==> config.mk <==
export PLATFORM = sky130hd
export DESIGN_NAME = sensor_frame_tx
export DESIGN_NICKNAME = d
export VERILOG_FILES = /design/src/rtl/sensor_pkg.sv /design/src/rtl/tick_gen.sv /design/src/rtl/sensor_frame_tx.sv
export SDC_FILE = /design/constraint.sdc
export NUM_CORES = 1
export LEC_CHECK = 0
export BUFFER_PORTS_ARGS = -buffer_cell sky130_fd_sc_hd__buf_2
export CORE_ASPECT_RATIO = 0.6
export CORE_MARGIN = 5
export CORE_UTILIZATION = 45
export DETAILED_ROUTE_END_ITERATION = 7
export GPL_TIMING_DRIVEN = 0
export SLEW_MARGIN = 20
export SYNTH_ARGS = -nofsm -noshare
export SYNTH_HDL_FRONTEND = slang
export SYNTH_HIERARCHICAL = 1
export SYNTH_SLANG_ARGS = --single-unit
==> constraint.sdc <==
create_clock -name clk -period 2.8 [get_ports clk]
set_input_delay 0.14 -clock clk [delete_from_list [all_inputs] [get_ports clk]]
set_output_delay 0.14 -clock clk [all_outputs]
set_load 0.05 [all_outputs]
==> src/rtl/sensor_pkg.sv <==
// Shared constants, state encoding and frame helpers for the sensor framing stage.
package sensor_pkg;

  localparam logic [7:0] HEADER_DEFAULT = 8'hA5;
  localparam int         FRAME_LEN      = 5;

  localparam logic [2:0] IDX_HDR   = 3'd0;
  localparam logic [2:0] IDX_SEQ   = 3'd1;
  localparam logic [2:0] IDX_TEMP  = 3'd2;
  localparam logic [2:0] IDX_LIGHT = 3'd3;
  localparam logic [2:0] IDX_CHK   = 3'(FRAME_LEN - 1);

  typedef enum logic {
    IDLE = 1'b0,
    SEND = 1'b1
  } state_t;

  function automatic logic [7:0] frame_chk(input logic [7:0] hdr, input logic [7:0] seq,
                                           input logic [7:0] temp, input logic [7:0] light);
    return hdr ^ seq ^ temp ^ light;
  endfunction

  // Selects the frame byte at position idx from the captured snapshot.
  function automatic logic [7:0] frame_byte(input logic [2:0] idx, input logic [7:0] hdr,
                                            input logic [7:0] seq, input logic [7:0] temp,
                                            input logic [7:0] light, input logic [7:0] chk);
    logic [7:0] b;
    case (idx)
      IDX_HDR:   b = hdr;
      IDX_SEQ:   b = seq;
      IDX_TEMP:  b = temp;
      IDX_LIGHT: b = light;
      default:   b = chk;
    endcase
    return b;
  endfunction

endpackage

==> src/rtl/tick_gen.sv <==
// Sample-tick divider: one tick every SAMPLE_DIV cycles while enabled, held at zero otherwise.
module tick_gen #(
  parameter int SAMPLE_DIV = 100000
) (
  input  logic clk,
  input  logic rst,
  input  logic enable,
  output logic tick
);

  localparam int CW = (SAMPLE_DIV > 1) ? $clog2(SAMPLE_DIV) : 1;
  localparam logic [CW-1:0] LAST = CW'(SAMPLE_DIV - 1);

  logic [CW-1:0] tick_cnt;

  assign tick = enable && (tick_cnt == LAST);

  always_ff @(posedge clk or posedge rst) begin
    if (rst) begin
      tick_cnt <= '0;
    end else if (!enable || tick) begin
      tick_cnt <= '0;
    end else begin
      tick_cnt <= tick_cnt + 1'b1;
    end
  end

endmodule

==> src/rtl/sensor_frame_tx.sv <==
// Snapshots temperature/light on each sample tick and streams a 5-byte checksummed
// frame to the UART TX over valid/ready; ticks arriving mid-frame are counted as overruns.
module sensor_frame_tx
  import sensor_pkg::*;
#(
  parameter int         SAMPLE_DIV = 100000,
  parameter logic [7:0] HEADER     = HEADER_DEFAULT
) (
  input  logic       clk,
  input  logic       rst,
  input  logic       enable,
  input  logic [7:0] temp_in,
  input  logic [7:0] light_in,
  output logic [7:0] tx_data,
  output logic       tx_valid,
  input  logic       tx_ready,
  output logic       frame_done,
  output logic [7:0] overrun_cnt
);

  logic tick;

  tick_gen #(.SAMPLE_DIV(SAMPLE_DIV)) u_tick_gen (
    .clk    (clk),
    .rst    (rst),
    .enable (enable),
    .tick   (tick)
  );

  state_t     state, state_next;
  logic [2:0] byte_idx, byte_idx_next;
  logic [7:0] seq, seq_next;
  logic [7:0] snap_temp, snap_temp_next;
  logic [7:0] snap_light, snap_light_next;
  logic [7:0] snap_chk, snap_chk_next;
  logic [7:0] tx_data_next;
  logic       tx_valid_next;
  logic       frame_done_next;
  logic [7:0] overrun_next;
  logic       fire;
  logic [2:0] idx_inc;

  assign fire    = tx_valid && tx_ready;
  assign idx_inc = byte_idx + 3'd1;

  always_comb begin
    state_next      = state;
    byte_idx_next   = byte_idx;
    seq_next        = seq;
    snap_temp_next  = snap_temp;
    snap_light_next = snap_light;
    snap_chk_next   = snap_chk;
    tx_data_next    = tx_data;
    tx_valid_next   = tx_valid;
    frame_done_next = 1'b0;
    overrun_next    = overrun_cnt;

    case (state)
      IDLE: begin
        if (tick) begin
          snap_temp_next  = temp_in;
          snap_light_next = light_in;
          snap_chk_next   = frame_chk(HEADER, seq, temp_in, light_in);
          byte_idx_next   = IDX_HDR;
          tx_data_next    = HEADER;
          tx_valid_next   = 1'b1;
          state_next      = SEND;
        end
      end
      SEND: begin
        // A tick here is dropped even on the cycle of the final transfer.
        if (tick && overrun_cnt != 8'hFF) begin
          overrun_next = overrun_cnt + 8'd1;
        end
        if (fire) begin
          if (byte_idx == IDX_CHK) begin
            state_next      = IDLE;
            tx_valid_next   = 1'b0;
            tx_data_next    = 8'h00;
            seq_next        = seq + 8'd1;
            frame_done_next = 1'b1;
          end else begin
            byte_idx_next = idx_inc;
            tx_data_next  = frame_byte(idx_inc, HEADER, seq, snap_temp, snap_light, snap_chk);
          end
        end
      end
      default: state_next = IDLE;
    endcase
  end

  always_ff @(posedge clk or posedge rst) begin
    if (rst) begin
      state       <= IDLE;
      byte_idx    <= IDX_HDR;
      seq         <= 8'h00;
      snap_temp   <= 8'h00;
      snap_light  <= 8'h00;
      snap_chk    <= 8'h00;
      tx_data     <= 8'h00;
      tx_valid    <= 1'b0;
      frame_done  <= 1'b0;
      overrun_cnt <= 8'h00;
    end else begin
      state       <= state_next;
      byte_idx    <= byte_idx_next;
      seq         <= seq_next;
      snap_temp   <= snap_temp_next;
      snap_light  <= snap_light_next;
      snap_chk    <= snap_chk_next;
      tx_data     <= tx_data_next;
      tx_valid    <= tx_valid_next;
      frame_done  <= frame_done_next;
      overrun_cnt <= overrun_next;
    end
  end

endmodule

==> summary.txt <==
HPWL Detailed -> 5813 um
Final ANT Viol Nets -> 0
Hold Path Stages -> 3
layout cells sized above 1 -> 19.31%
commonest non-fill, non-tap cell in the layout -> nand2_1
worst r2r src -> u_tick_gen/tick_cnt[0]$_DFF_PP0_
commonest non-fill, non-tap cells in the layout -> nand2_1 (73), dfrtp_1 (71), buf_2 (41), nor2_1 (27), xnor2_1 (27)
Synth-to-Final Area Change -> 17.45%
crit path DAT -> 2.75 ns
Placed Cells -> 492
GR Util met2 -> 23.61%
dominant cells by area after synthesis -> dfrtp_1 (51%), nand2_1 (7.8%), xnor2_1 (6.7%)
DRT iter0 DRCs -> 214
clock buffer depth -> 2
final hold vios -> 0
status -> complete, no violations
final slew viol count -> 0
dominant cell type by area after synthesis -> dfrtp_1
power density cells -> 779.7 nW/um^2
root buffer selected by CTS -> clkbuf_16
initial core utilization -> 47.28%
Max Cap Viol -> 0
wire length per cell -> 16.24 um
RSZ-0062 raised after global routing -> false
width of the die -> 124.0 um
Worst Hold End -> snap_temp[6]$_DFFE_PP0P_
global routing usage on met1 -> 29.16%
final setup violation count -> 0
Crit Path Class -> register to register
Synth Register Bits -> 71
register area -> 1777 um^2
Syn Std Cell Area -> 3507 um^2
1st-pass router iterations -> 5
Port-buffer cells -> 37
Async S/R FF share, synth -> 100.0%
Crit path required time -> 3.06 ns
overall routing resource usage -> 18.44%
setup slack after layout -> 0.3102 ns
CP Max Fanout -> 10
DRC viols -> 0
antenna violations before repair -> 0
dpl ws -> 0.005597 ns
routed wire length -> 8251 um
met3 GRT Util -> 6.537%
largest net degree at the start of global routing -> 55
Critical path origin -> u_tick_gen/tick_cnt[0]$_DFF_PP0_
Clock Skews -> 0.005399 ns
fmax -> 401.6 MHz
area share of the largest cell type after synthesis -> 50.66%
R2R setup slack -> 0.31 ns
cell row count -> 24
# H-tree levels -> 3
Core Region -> 7417 um^2
Critical Path Source Type -> register
Lkg Pwr -> 1.947 nW
Ports -> 38
total power -> 3.212 mW
synth warn -> 6
clk slew on worst S/H paths -> 0.05 ns
first-pass GRT wire length -> 13610 um
Post-Syn Area per Cell -> 9.992 um^2
Fin Hold WS -> 0.02426 ns
Nets -> 428
r2r endpoint -> snap_temp[3]$_DFFE_PP0P_
HP Start -> temp_in[6]
VDD IR-drop max -> 0.2966 mV
DIE AREA -> 9717 um^2
synthesized instance count -> 351
register area share after synthesis -> 50.66%
total CTS buffers -> 9
critical path endpoint category -> register
post-synth cell types -> 42
GRT Max-Usage Layer -> met1
gpl congestion -> 0.8223
Finished Layout Cells -> 508
EDFF count, synth -> 0
Clock Sinks -> 71
period utilisation layout -> 88.92%
Slew HR -> 54.76%
Post-synth top flop -> dfrtp_1
filler instances -> 695
antenna fix cells -> 0
Clock Latency Late Sink -> 0.33 ns
DR vias -> 2671
Setup TNS -> 0 ns
Worst-Margin Slew -> 0.6786 ns
syn nets -> 379
Worst Hold Class -> primary input to register
Setup Buffers After CTS -> 0
TritonCTS clock tree -> yes
Reg2Reg Depth -> 8
vias in the first global route -> 2565
Final min period -> 2.490 ns
remaining global-route overflow -> 0
die height -> 78.38 um
Multi-input gate area -> 1629 um^2
Via density -> 5.258
critical path, stage by stage (launching register included):
cell      delay, ns
dfrtp_1        0.40
ha_1           0.28
and4_2         0.31
nand3_2        0.13
nor3_2         0.33
nor2b_1        0.28
clkbuf_1       0.50
nand2_1        0.11
nand2_1        0.08
cell families after synthesis:
family / Yosys count / synth area share (%)
fa+ha+maj: 8 / 2.854
flops: 71 / 50.66
simple gates: 159 / 22.40
xor+xnor: 46 / 11.70
compound gates: 43 / 8.705
mux: 2 / 0.6421
buf+inv: 22 / 3.033
per-layer routing:
metal	vias up	wire length, um
met5	-	0
met4	0	44
met3	4	528
met2	65	3314
met1	1301	4363
li1	1301	-
registers in the layout, summed over array words and instances, names as in the netlist:
signal / flops
snap_temp: 8
state: 1
overrun_cnt: 8
snap_light: 8
byte_idx: 3
tx_valid: 1
seq: 8
snap_chk: 8
tx_data: 8
frame_done: 1
u_tick_gen/tick_cnt: 17
worst max path at each step:
stage                               end  slack, ns  depth (start not counted)
4_1_cts          tx_data[0]$_DFFE_PP0P_       0.01                          8
3_5_place_dp     tx_data[0]$_DFFE_PP0P_      0.006                          8
2_1_floorplan    tx_data[5]$_DFFE_PP0P_       0.69                          8
6_report       snap_temp[3]$_DFFE_PP0P_       0.31                          8
3_3_place_gp     tx_data[7]$_DFFE_PP0P_       0.08                          8
5_1_grt        snap_temp[3]$_DFFE_PP0P_       0.07                          8
per-stage QoR:
stage               cell area, um^2  utilization, %
floorplan                      3507               -
global placement               3822           51.54
detailed placement             3825           51.57
CTS                            4113           55.45
global route                   4119           55.53
finish                         4119           55.53
power by group:
part	switching, mW	internal, mW
combinational	0.615	0.318
sequential	0.0837	1.13
clock	0.393	0.668
synthesized netlist by cell type, types with 3 or more instances:
cell and number:
a222oi_1 6, nor3_1 7, clkbuf_1 7, and2_1 3, nor2_1 27, a21oi_1 3, xnor2_1 27, dfrtp_1 71
o21ai_0 20, nor4_2 4, nand4_1 10, and4_1 3, buf_2 4, inv_1 8, nand3_1 15, a32o_1 4
ha_1 8, nand2_1 73, xor2_1 18
layout make-up:
type,instances,area share (%)
Multi-Input combinational cell,258,39.55
Sequential cell,71,43.13
Clock buffer,15,6.744
Tap cell,104,3.159
Timing Repair Buffer,38,4.739
Buffer,14,1.883
Inverter,8,0.7898
repair_timing:
item	4_1_cts	5_1_grt
hold endpoints to repair	71	0
endpoints found under the setup margin	0	28
hold buffers	1	0
gates resized for setup	0	3
(Power assumes the default switching activity.)
